File: src/rtl/ula_b_operand_stage_if.sv
// Operand-B stage bus: capture request, packed sources and the valid/ready result handshake.
// Handshake: data_out is transferred on a rising edge where valid=1 and ready=1;
// valid stays high with data_out stable until then, and ready while valid=0 is ignored.
interface ula_b_operand_stage_if #(
    parameter int WIDTH   = 32,
    parameter int NUM_SRC = 5,
    parameter int SEL_W   = 3,
    parameter int SHAMT_W = 5
);
    logic                     start;
    logic [SEL_W-1:0]         sel;
    logic [NUM_SRC*WIDTH-1:0] src_flat;
    logic [SHAMT_W-1:0]       shamt;
    logic                     ready;
    logic                     busy;
    logic                     valid;
    logic [WIDTH-1:0]         data_out;

    // Control unit / ALU side.
    modport master (
        output start,
        output sel,
        output src_flat,
        output shamt,
        output ready,
        input  busy,
        input  valid,
        input  data_out
    );

    // Operand stage side.
    modport slave (
        input  start,
        input  sel,
        input  src_flat,
        input  shamt,
        input  ready,
        output busy,
        output valid,
        output data_out
    );
endinterface

File: src/rtl/ula_b_operand_stage.sv
// ALU operand-B stage: channel select (with a constant channel), optional left shift, registered
// valid/ready output. Define ULAB_BARREL_SHIFT_EN for a single-cycle barrel shift instead of the serial one.
module ula_b_operand_stage #(
    parameter int              WIDTH     = 32,
    parameter int              NUM_SRC   = 5,
    parameter int              SEL_W     = 3,
    parameter int              CONST_IDX = 1,
    parameter logic [WIDTH-1:0] CONST_VAL = 4,
    parameter int              SHAMT_W   = 5
) (
    input  logic                 clk,
    input  logic                 reset_n,
    ula_b_operand_stage_if.slave bus,
    output logic [1:0]           dbg_state
);

    typedef enum logic [1:0] {
        IDLE  = 2'd0,
        SHIFT = 2'd1,
        HOLD  = 2'd2
    } state_t;

    state_t           state_q, state_d;
    logic [WIDTH-1:0] data_q, data_d;
    logic             busy_q, busy_d;
    logic [WIDTH-1:0] chan_val;

    // Unmatched selects (sel >= NUM_SRC) fall through to zero.
    always_comb begin
        chan_val = '0;
        for (int k = 0; k < NUM_SRC; k++) begin
            if (bus.sel == SEL_W'(k)) begin
                chan_val = (k == CONST_IDX) ? CONST_VAL : bus.src_flat[k*WIDTH +: WIDTH];
            end
        end
    end

`ifdef ULAB_BARREL_SHIFT_EN

    always_comb begin
        state_d = state_q;
        data_d  = data_q;
        case (state_q)
            IDLE: begin
                if (bus.start) begin
                    data_d  = chan_val << bus.shamt;
                    state_d = HOLD;
                end
            end
            HOLD: begin
                if (bus.ready) begin
                    state_d = IDLE;
                end
            end
            default: state_d = IDLE;
        endcase
        busy_d = (state_d != IDLE);
    end

    always_ff @(posedge clk or negedge reset_n) begin
        if (!reset_n) begin
            state_q <= IDLE;
            data_q  <= '0;
            busy_q  <= 1'b0;
        end else begin
            state_q <= state_d;
            data_q  <= data_d;
            busy_q  <= busy_d;
        end
    end

`else

    logic [SHAMT_W-1:0] cnt_q, cnt_d;

    always_comb begin
        state_d = state_q;
        data_d  = data_q;
        cnt_d   = cnt_q;
        case (state_q)
            IDLE: begin
                if (bus.start) begin
                    data_d  = chan_val;
                    cnt_d   = bus.shamt;
                    state_d = (bus.shamt == '0) ? HOLD : SHIFT;
                end
            end
            SHIFT: begin
                // One bit per cycle; the MSB falls off the top.
                data_d = {data_q[WIDTH-2:0], 1'b0};
                cnt_d  = cnt_q - SHAMT_W'(1);
                if (cnt_q == SHAMT_W'(1)) begin
                    state_d = HOLD;
                end
            end
            HOLD: begin
                if (bus.ready) begin
                    state_d = IDLE;
                end
            end
            default: state_d = IDLE;
        endcase
        busy_d = (state_d != IDLE);
    end

    always_ff @(posedge clk or negedge reset_n) begin
        if (!reset_n) begin
            state_q <= IDLE;
            data_q  <= '0;
            cnt_q   <= '0;
            busy_q  <= 1'b0;
        end else begin
            state_q <= state_d;
            data_q  <= data_d;
            cnt_q   <= cnt_d;
            busy_q  <= busy_d;
        end
    end

`endif

    assign bus.busy     = busy_q;
    assign bus.valid    = (state_q == HOLD);
    assign bus.data_out = data_q;
    assign dbg_state    = state_q;

endmodule

File: src/flat_wrapper.sv
// flat-port wrapper written by rule: the top's interface ports become plain ports
module ula_b_operand_stage_flat 
#(
    parameter int              WIDTH     = 32,
    parameter int              NUM_SRC   = 5,
    parameter int              SEL_W     = 3,
    parameter int              CONST_IDX = 1,
    parameter logic [WIDTH-1:0] CONST_VAL = 4,
    parameter int              SHAMT_W   = 5
)
  (clk, reset_n, dbg_state, bus_start, bus_sel, bus_src_flat, bus_shamt, bus_ready, bus_busy, bus_valid, bus_data_out);
  ula_b_operand_stage_if #(.WIDTH(WIDTH), .NUM_SRC(NUM_SRC), .SEL_W(SEL_W), .SHAMT_W(SHAMT_W)) bus_i ();
  input  logic clk;
  input  logic reset_n;
  output logic [1:0] dbg_state;
  input wire logic [$bits(bus_i.start)-1:0] bus_start;
  input wire logic [$bits(bus_i.sel)-1:0] bus_sel;
  input wire logic [$bits(bus_i.src_flat)-1:0] bus_src_flat;
  input wire logic [$bits(bus_i.shamt)-1:0] bus_shamt;
  input wire logic [$bits(bus_i.ready)-1:0] bus_ready;
  output wire logic [$bits(bus_i.busy)-1:0] bus_busy;
  output wire logic [$bits(bus_i.valid)-1:0] bus_valid;
  output wire logic [$bits(bus_i.data_out)-1:0] bus_data_out;
  assign bus_i.start = bus_start;
  assign bus_i.sel = bus_sel;
  assign bus_i.src_flat = bus_src_flat;
  assign bus_i.shamt = bus_shamt;
  assign bus_i.ready = bus_ready;
  assign bus_busy = bus_i.busy;
  assign bus_valid = bus_i.valid;
  assign bus_data_out = bus_i.data_out;
  ula_b_operand_stage #(.WIDTH(WIDTH), .NUM_SRC(NUM_SRC), .SEL_W(SEL_W), .CONST_IDX(CONST_IDX), .CONST_VAL(CONST_VAL), .SHAMT_W(SHAMT_W)) u_core (.clk(clk), .reset_n(reset_n), .bus(bus_i), .dbg_state(dbg_state));
endmodule
File: config.mk
export PLATFORM = sky130hd
export DESIGN_NAME = ula_b_operand_stage_flat
export DESIGN_NICKNAME = d
export VERILOG_FILES = /design/src/rtl/ula_b_operand_stage_if.sv /design/src/rtl/ula_b_operand_stage.sv /design/src/flat_wrapper.sv
export SDC_FILE = /design/constraint.sdc
export NUM_CORES = 1
export LEC_CHECK = 0
export ABC_AREA = 1
export BUFFER_PORTS_ARGS = -buffer_cell sky130_fd_sc_hd__clkbuf_2
export CORE_MARGIN = 2
export CORE_UTILIZATION = 25
export DETAILED_ROUTE_END_ITERATION = 10
export SLEW_MARGIN = 15
export SYNTH_ARGS = -nofsm -noshare
export SYNTH_HDL_FRONTEND = slang
export SYNTH_SLANG_ARGS = --single-unit
File: constraint.sdc
create_clock -name clk -period 2.55 [get_ports clk]
set_input_delay 0.3825 -clock clk [delete_from_list [all_inputs] [get_ports clk]]
set_output_delay 0.3825 -clock clk [all_outputs]
set_load 0.02 [all_outputs]
==> results.env, run 1 <==
FINAL_HOLD_VIOL_COUNT=0
GRT_START_MAX_NET_PINS=41
PEAKVDDDROP_V=0.000540
FLOORPLAN.INITIALDENSITY_PCT=25.6
WORST_SETUP_PATH_START_KIND='flip-flop'
WORSTMARGINPINSLEW_NS=0.968
SEQUENTIAL_CELL_AREA_UM2=1000
CLOCKROOTBUFFER='sky130_fd_sc_hd__clkbuf_16'
PLACE_AREA_UM2=3890
MULTI_INPUT_AREA_UM2=1600
SYN_NETS=628
RR_STARTPOINT='u_core.dbg_state[0]'
YS_SEQ_AREA_SHARE_PCT=34.1
TOTALPOWERFINAL_W=0.00329
PERIOD_MINUS_SLACK_NS=1.64
OUTCOME='completed'
LEADING_CELL_TYPES_IN_THE_LAYOUT_FILL_AND_TAPS_EXCLUDED='sky130_fd_sc_hd__clkbuf_2 (174), sky130_fd_sc_hd__nand2_1 (146), sky130_fd_sc_hd__nand3_1 (68)'
ANTENNA_FOUND_INITIAL=0
SYNTH_TOP_CELLS_BY_AREA='sky130_fd_sc_hd__dfrtp_1 (34%), sky130_fd_sc_hd__nand2_1 (19%), sky130_fd_sc_hd__nand3_1 (12%)'
DR.FIRST_ITER.DRC_COUNT=200
SYN-CELL-AREA_UM2=2940
RSZ_0062_RAISED_AFTER_GLOBAL_ROUTING='no'
DETAIL_ROUTE.DRC_VIOLATIONS=0
POSTROUTEANTENNANETS=0
TIMING.FINAL.SETUP_VIOLATIONS=0
PLACEMENT_ROWS=39
SYNTHTOLAYOUTAREAGROWTH_PCT=37.6
PATH_MAX_FANOUT=37
MAX-CLOCK-PATH-BUFFERS=2
CTS_SINKS=40
FIRST_PASS_ITERS=6
NUMBER_OF_UNIQUE_STANDARD_CELL_TYPES_USED_BY_SYNTHESIS=21
FLOORPLAN.DIE_AREA_UM2=12600
YS.WARNINGS.COUNT=0
FINAL_MIN_PERIOD_OVER_CLOCK_PERIOD_PCT=64.3
MOSTFREQUENTLAYOUTCELL='sky130_fd_sc_hd__clkbuf_2'
CRITICAL_PATH.ENDPOINT_TYPE='flip-flop'
FIN_SETUP_TNS_NS=0
POST-ROUTE-CELL-AREA_UM2=4040
MAXCLOCKFREQUENCY_MHz=610
NETLIST_INSTANCES=454
POSTCTSRESIZEDCELLS=0
FILLCELLCOUNT=1258
DIE_WIDTH_UM=112
CTS_POST_SETUP_BUFFERS_INSERTED=0
DP.FINAL_HPWL_UM=7520
NUM-NETS-FINAL=786
POSTSYNTHREGISTERBITS=40
CTS_BUFS_INSERTED=5
FINALWORSTSETUPSLACK_NS=0.911
DRT_WL_TOTAL_UM=10500
TIMING.CRITICAL_PATH.REQUIRED_NS=2.76
GRT_FIRST_PASS_WIRELENGTH_UM=17100
MAXSLEWVIOLCOUNT=0
WORST_HOLD_PATH_TYPE='input port to asynchronous set/reset pin'
CTS-HTREE-LEVELS=2
MAX_SLEW_MARGIN_PCT=35.5
WORSTREGTOREGCELLS=7
UTILIZATION_PCT=35.3
PORT_BUFFERS=175
WORST_R2R_ENDPOINT='u_core.bus.data_out[30]'
WORST_CLOCK_SKEW_NS=0.00192
POST_SYNTH.CELL_AREA_AVG_UM2=6.47
DETAILROUTE.VIA_COUNT=3661
DESIGN.CORE.AREA_UM2=11500
CAP_VIOLATIONS=0
ROUTED_WIRE_LENGTH_PER_INSTANCE_UM=13.9
PLACEMENT.SETUP.WORST_SLACK_NS=0.784
FINAL_LAYOUT_SIZE_SUFFIX_GT1_SHARE_PCT=32.3
GP_CONGESTION=0.788
POST_CTS_CLOCK_SLEW_AT_THE_LAUNCH_AND_CAPTURE_REGISTERS_OF_THE_WORST_SETUP_AND_HOLD_PATHS_NS=0.06
FLOORPLAN.DIE.HEIGHT_UM=112
PWR_DENSITY_nW_PER_UM2=814
ROUTE.DETAILED.VIAS_PER_INST=4.84
SYNTH.TOP_CELL.AREA_SHARE_PCT=34.1
CTS_HOLD_BUF=0
FLOORPLAN.IO_PINS=208
ANTENNA_CELLS_INSERTED=0
CRITPATHKIND='flip-flop to flip-flop'
GRT_USE_TOTAL_PCT=16.4
CP.ARRIVAL_NS=1.85
WORST_SKEW_PAIR.LATE_LATENCY_NS=0.28
GRT_OVERFLOW=0
GRT_PASS1_VIAS=3568
SYNTH_TOP_CELL_BY_AREA='sky130_fd_sc_hd__dfrtp_1'
CTS_TREE='built'
REG2REG_SLACK_NS=0.91
POWER.STATIC_LEAKAGE_nW=2.55
[critical path: stages (launching register included)]
cell,delay (ns)
sky130_fd_sc_hd__dfrtp_1,0.42
sky130_fd_sc_hd__nor2_1,0.11
sky130_fd_sc_hd__nand2_1,0.10
sky130_fd_sc_hd__inv_2,0.50
sky130_fd_sc_hd__o21ai_0,0.20
sky130_fd_sc_hd__inv_1,0.08
sky130_fd_sc_hd__o21ai_0,0.08
sky130_fd_sc_hd__nand2_1,0.06
[layout make-up]
| cell class | count | share of cell area, % |
|---|---|---|
| Clock inverter | 2 | 0.248 |
| Multi-Input combinational cell | 336 | 39.6 |
| Timing Repair Buffer | 181 | 23.1 |
| Clock buffer | 6 | 3.43 |
| Inverter | 48 | 4.46 |
| Tap cell | 143 | 4.42 |
| Sequential cell | 40 | 24.8 |
[metal layers]
metal | track usage, % | part of all wire (%)
met3 | 2.16 | 6.3
met2 | 28.4 | 48
met5 | 0 | 0
met4 | 3.82 | 0.86
met1 | 21.9 | 45
[where the power goes]
group	total (W)	internal, W	switching, W
Combinational	0.00159	0.000553	0.00103
Sequential	0.00107	0.000873	0.000194
Clock	0.000639	0.000386	0.000253
[synth_stat cells]
cell and n:
sky130_fd_sc_hd__nand2_1 146, sky130_fd_sc_hd__nand3_1 68, sky130_fd_sc_hd__o21ai_1 58, sky130_fd_sc_hd__inv_1 45, sky130_fd_sc_hd__dfrtp_1 40, sky130_fd_sc_hd__a22oi_1 31
sky130_fd_sc_hd__buf_2 18, sky130_fd_sc_hd__o21ai_0 10, sky130_fd_sc_hd__nor2_1 9, sky130_fd_sc_hd__clkbuf_1 7, sky130_fd_sc_hd__buf_6 3, sky130_fd_sc_hd__inv_2 3
sky130_fd_sc_hd__nand2_2 3, sky130_fd_sc_hd__a21oi_1 2, sky130_fd_sc_hd__buf_1 2, sky130_fd_sc_hd__ha_1 2, sky130_fd_sc_hd__nor2_2 2, sky130_fd_sc_hd__o211ai_1 2
sky130_fd_sc_hd__nand3b_1 1, sky130_fd_sc_hd__o221ai_1 1, sky130_fd_sc_hd__o22ai_1 1
[per-stage QoR]
step                      instances  hold slack [ns]
after detailed placement        748            0.495
after global placement          748            0.493
after global routing            756            0.336
after CTS                       756            0.348
after floorplan                 454           0.0869
final                           756            0.263
[flip-flops by register name (all words and copies together) (netlist names)]
signal / count
u_core.bus.data_out: 32
u_core.bus.busy: 1
u_core.cnt_q: 5
u_core.dbg_state: 2
[kinds of logic after synthesis]
group | Yosys count | share of synthesized area, %
simple gates | 229 | 32.7
compound gates | 105 | 20.9
buf+inv | 78 | 11.5
fa+ha+maj | 2 | 0.852
flops | 40 | 34.1
[how the worst max path moves through the flow]
stage / startpoint / slack, ns / depth (start not counted) / end
floorplan: u_core.dbg_state[1] / 1.24 / 7 / u_core.bus.data_out[23]
CTS: u_core.dbg_state[0] / 0.88 / 7 / u_core.bus.data_out[30]
global placement: bus_sel[0] / 0.84 / 8 / u_core.bus.data_out[22]
detailed placement: bus_sel[0] / 0.78 / 8 / u_core.bus.data_out[11]
finish: u_core.dbg_state[0] / 0.91 / 7 / u_core.bus.data_out[30]
global route: u_core.dbg_state[0] / 0.63 / 7 / u_core.bus.data_out[30]
Note: power is estimated with default switching activity, not from simulation.
==> run 2, diff against run 1 <==
==> constraint.sdc (replaced) <==
create_clock -name clk -period 1.5 [get_ports clk]
set_input_delay 0.225 -clock clk [delete_from_list [all_inputs] [get_ports clk]]
set_output_delay 0.225 -clock clk [all_outputs]
set_load 0.02 [all_outputs]
==> results.env, run 2 (same netlist as run 1, synthesis figures left out) <==
FIN_SETUP_TNS_NS=0  # unchanged
DRT_WL_TOTAL_UM=10700  # was 10500 um
WORST_SKEW_PAIR.LATE_LATENCY_NS=0.28  # about the same
CLOCKROOTBUFFER='sky130_fd_sc_hd__clkbuf_16'  # unchanged
PEAKVDDDROP_V=0.000714  # was 0.000540 V
HOLD_PATH.STARTPOINT='bus_shamt[3]'
DIE_WIDTH_UM=112  # unchanged
CAP_VIOLATIONS=0  # unchanged
WORST_HOLD_PATH_TYPE='input port to flip-flop'  # was input port to asynchronous set/reset pin
FLOORPLAN.IO_PINS=208  # unchanged
PLACEMENT_ROWS=39  # unchanged
PORT_BUFFERS=175  # unchanged
MET1_DEMAND_TO_CAPACITY_SHARE_IN_GLOBAL_ROUTING_PCT=22.7  # was 21.9%
CRITPATHKIND='flip-flop to flip-flop'  # unchanged
CPMOSTUSEDCELL='sky130_fd_sc_hd__buf_4'
RSZ_0062_RAISED_AFTER_GLOBAL_ROUTING='no'  # unchanged
GLOBALROUTEMET2UTIL_PCT=28.7  # was 28.4%
CRITICAL_PATH_CELL_WITH_THE_HIGHEST_STAGE_DELAY='sky130_fd_sc_hd__dfrtp_2'  # was sky130_fd_sc_hd__inv_2
RR_STARTPOINT='u_core.dbg_state[0]'  # unchanged
CTS_TREE='built'  # unchanged
FINAL_LAYOUT_SIZE_SUFFIX_GT1_SHARE_PCT=34.0  # was 32.3%
BUSIEST_LAYER='met2'  # unchanged
OUTCOME='completed'  # unchanged
MAX_SLEW_MARGIN_PCT=52.9  # was 35.5%
GRT.MET3_USAGE_PCT=2.11  # was 2.16%
CP_NUM_BUF_INV=3  # was 2
CTS_POST_SETUP_BUFFERS_INSERTED=0  # unchanged
FINAL_HOLD_VIOL_COUNT=0  # unchanged
DESIGN.CORE.AREA_UM2=11500  # unchanged
PERIOD_MINUS_SLACK_NS=1.35  # was 1.64 ns
MAXSLEWVIOLCOUNT=0  # unchanged
DP.FINAL_HPWL_UM=8220  # was 7520 um
WORST_SETUP_PATH_START_KIND='flip-flop'  # unchanged
ROUTE.DETAILED.VIAS_PER_INST=4.86  # was 4.84
PATH_MAX_FANOUT=18  # was 37
NUM-NETS-FINAL=802  # was 786
MAX-CLOCK-PATH-BUFFERS=2  # unchanged
GP_CONGESTION=0.833  # was 0.788
CRITICAL_PATH.ENDPOINT_TYPE='flip-flop'  # unchanged
TIMING.CRITICAL_PATH.REQUIRED_NS=1.66  # was 2.76 ns
CP.ARRIVAL_NS=1.51  # was 1.85 ns
CTS_SINKS=40  # unchanged
ANTENNA_CELLS_INSERTED=0  # unchanged
LEADING_CELL_TYPES_IN_THE_LAYOUT_FILL_AND_TAPS_EXCLUDED='sky130_fd_sc_hd__clkbuf_2 (175), sky130_fd_sc_hd__nand2_1 (146), sky130_fd_sc_hd__nand3_1 (68)'  # was sky130_fd_sc_hd__clkbuf_2 (174), sky130_fd_sc_hd__nand2_1 (146), sky130_fd_sc_hd__nand3_1 (68)
MAXCLOCKFREQUENCY_MHz=739  # was 610 MHz
FINAL_MIN_PERIOD_OVER_CLOCK_PERIOD_PCT=90.2  # was 64.3%
ROUTED_WIRE_LENGTH_PER_INSTANCE_UM=13.9  # about the same
DETAIL_ROUTE.DRC_VIOLATIONS=0  # unchanged
DETAILROUTE.VIA_COUNT=3753  # was 3661
MOSTFREQUENTLAYOUTCELL='sky130_fd_sc_hd__clkbuf_2'  # unchanged
TIMING.FINAL.SETUP_VIOLATIONS=0  # unchanged
FLOORPLAN.INITIALDENSITY_PCT=25.6  # unchanged
GRT_FIRST_PASS_WIRELENGTH_UM=17300  # was 17100 um
CTS_BUFS_INSERTED=5  # unchanged
FLIP_FLOP_COUNT_OF_THE_LARGEST_REGISTER_AFTER_LAYOUT=32  # unchanged
FIRST_PASS_ITERS=5  # was 6
GRT_PASS1_VIAS=3549  # was 3568
POST_CTS_CLOCK_SLEW_AT_THE_LAUNCH_AND_CAPTURE_REGISTERS_OF_THE_WORST_SETUP_AND_HOLD_PATHS_NS=0.06  # about the same
ANTENNA_FOUND_INITIAL=0  # unchanged
FLOORPLAN.DIE.HEIGHT_UM=112  # unchanged
PATH_DELAY_FAMILY='flip-flops'  # was buffers and inverters
PWR_DENSITY_nW_PER_UM2=1360  # was 814 nW/um2
POSTROUTEANTENNANETS=0  # unchanged
UTILIZATION_PCT=36.9  # was 35.3%
SYNTHTOLAYOUTAREAGROWTH_PCT=44.1  # was 37.6%
GRT_START_MAX_NET_PINS=39  # was 41
WORSTSETUPSTARTPOINT='u_core.dbg_state[0]'  # unchanged
WORSTMARGINPINSLEW_NS=0.706  # was 0.968 ns
GRT_OVERFLOW=0  # unchanged
DR.FIRST_ITER.DRC_COUNT=218  # was 200
POWER.STATIC_LEAKAGE_nW=2.65  # was 2.55 nW
CTS-HTREE-LEVELS=2  # unchanged
CP_CELL_SEQUENCE='nand2_2 -> buf_4 -> inv_1 -> buf_4 -> a22oi_1 -> nand2_1'  # was nor2_1 -> nand2_1 -> inv_2 -> o21ai_0 -> inv_1 -> o21ai_0 -> nand2_1
GRT_USE_TOTAL_PCT=16.8  # was 16.4%
CPPEAKSTAGEDELAY_NS=0.44  # was 0.50 ns
WORST_CLOCK_SKEW_NS=0.00605  # was 0.00192 ns
FLOORPLAN.DIE_AREA_UM2=12600  # unchanged
run 2: cell types whose count changed in the layout (fill, tap and decap cells not counted):
| cell | previous run | this run |
|---|---|---|
| sky130_fd_sc_hd__buf_12 | 1 | 6 |
| sky130_fd_sc_hd__dfrtp_1 | 40 | 39 |
| sky130_fd_sc_hd__inv_4 | 0 | 1 |
| sky130_fd_sc_hd__buf_4 | 5 | 15 |
| sky130_fd_sc_hd__buf_2 | 1 | 0 |
| sky130_fd_sc_hd__inv_2 | 3 | 2 |
| sky130_fd_sc_hd__dlygate4sd3_1 | 0 | 1 |
| sky130_fd_sc_hd__clkbuf_2 | 174 | 175 |
| sky130_fd_sc_hd__dfrtp_2 | 0 | 1 |
run 2: worst paths after layout:
kind	endpoint	slack (ns)	depth (start not counted)
max	u_core.bus.data_out[31]	0.15	6
min	u_core.cnt_q[3]	0.19	3
max reg2reg	u_core.bus.data_out[31]	0.15	6
min reg2reg	u_core.bus.data_out[31]	0.52	2
max in group asynchronous	u_core.bus.data_out[15]	0.72	3
min in group asynchronous	u_core.bus.data_out[0]	0.34	2
run 2: power breakdown:
part	internal (W)	switching [W]
clock network	0.000656	0.000418
logic	0.00106	0.00179
registers	0.00149	0.000326
run 2: worst min-delay path: stages:
cell and delay, ns:
sky130_fd_sc_hd__clkbuf_2 0.09, sky130_fd_sc_hd__nand2_1 0.05, sky130_fd_sc_hd__nand3_1 0.07
run 2: layer usage:
| layer | wire length [um] | vias up | share of wire, % |
|---|---|---|---|
| met5 | 0 | - | 0 |
| met1 | 4780 | 1732 | 45 |
| met3 | 670 | 6 | 6.3 |
| met2 | 5150 | 162 | 48 |
| li1 | - | 1853 | - |
| met4 | 98 | 0 | 0.92 |
run 2: per-stage QoR:
stage / hold slack [ns] / setup slack, ns / cell area, um2 / std cells / total power, W
after floorplan: -0.0706 / 0.189 / 2940 / 454 / 0.00358
after global placement: 0.0821 / 0.0273 / 4070 / 763 / 0.00463
after detailed placement: 0.0838 / 0.00718 / 4070 / 763 / 0.00470
after CTS: 0.189 / 0.0321 / 4230 / 772 / 0.00580
after global routing: 0.196 / 0.0168 / 4230 / 772 / 0.00625
final: 0.189 / 0.147 / 4230 / 772 / 0.00574
run 2: final cells by class:
| type | count | area, um2 |
|---|---|---|
| Sequential cell | 40 | 1000 |
| Multi-Input combinational cell | 336 | 1600 |
| Fill cell | 1265 | 7230 |
| Timing Repair Buffer | 197 | 1120 |
| Tap cell | 143 | 179 |
| Inverter | 48 | 183 |
| Clock inverter | 2 | 10.0 |
| Clock buffer | 6 | 139 |
run 2: what timing repair did:
item	4_1_cts	5_1_grt
endpoints found under the setup margin	0	34
resized for setup	0	3
hold buffers	1	0
endpoints found under the hold margin	5	0
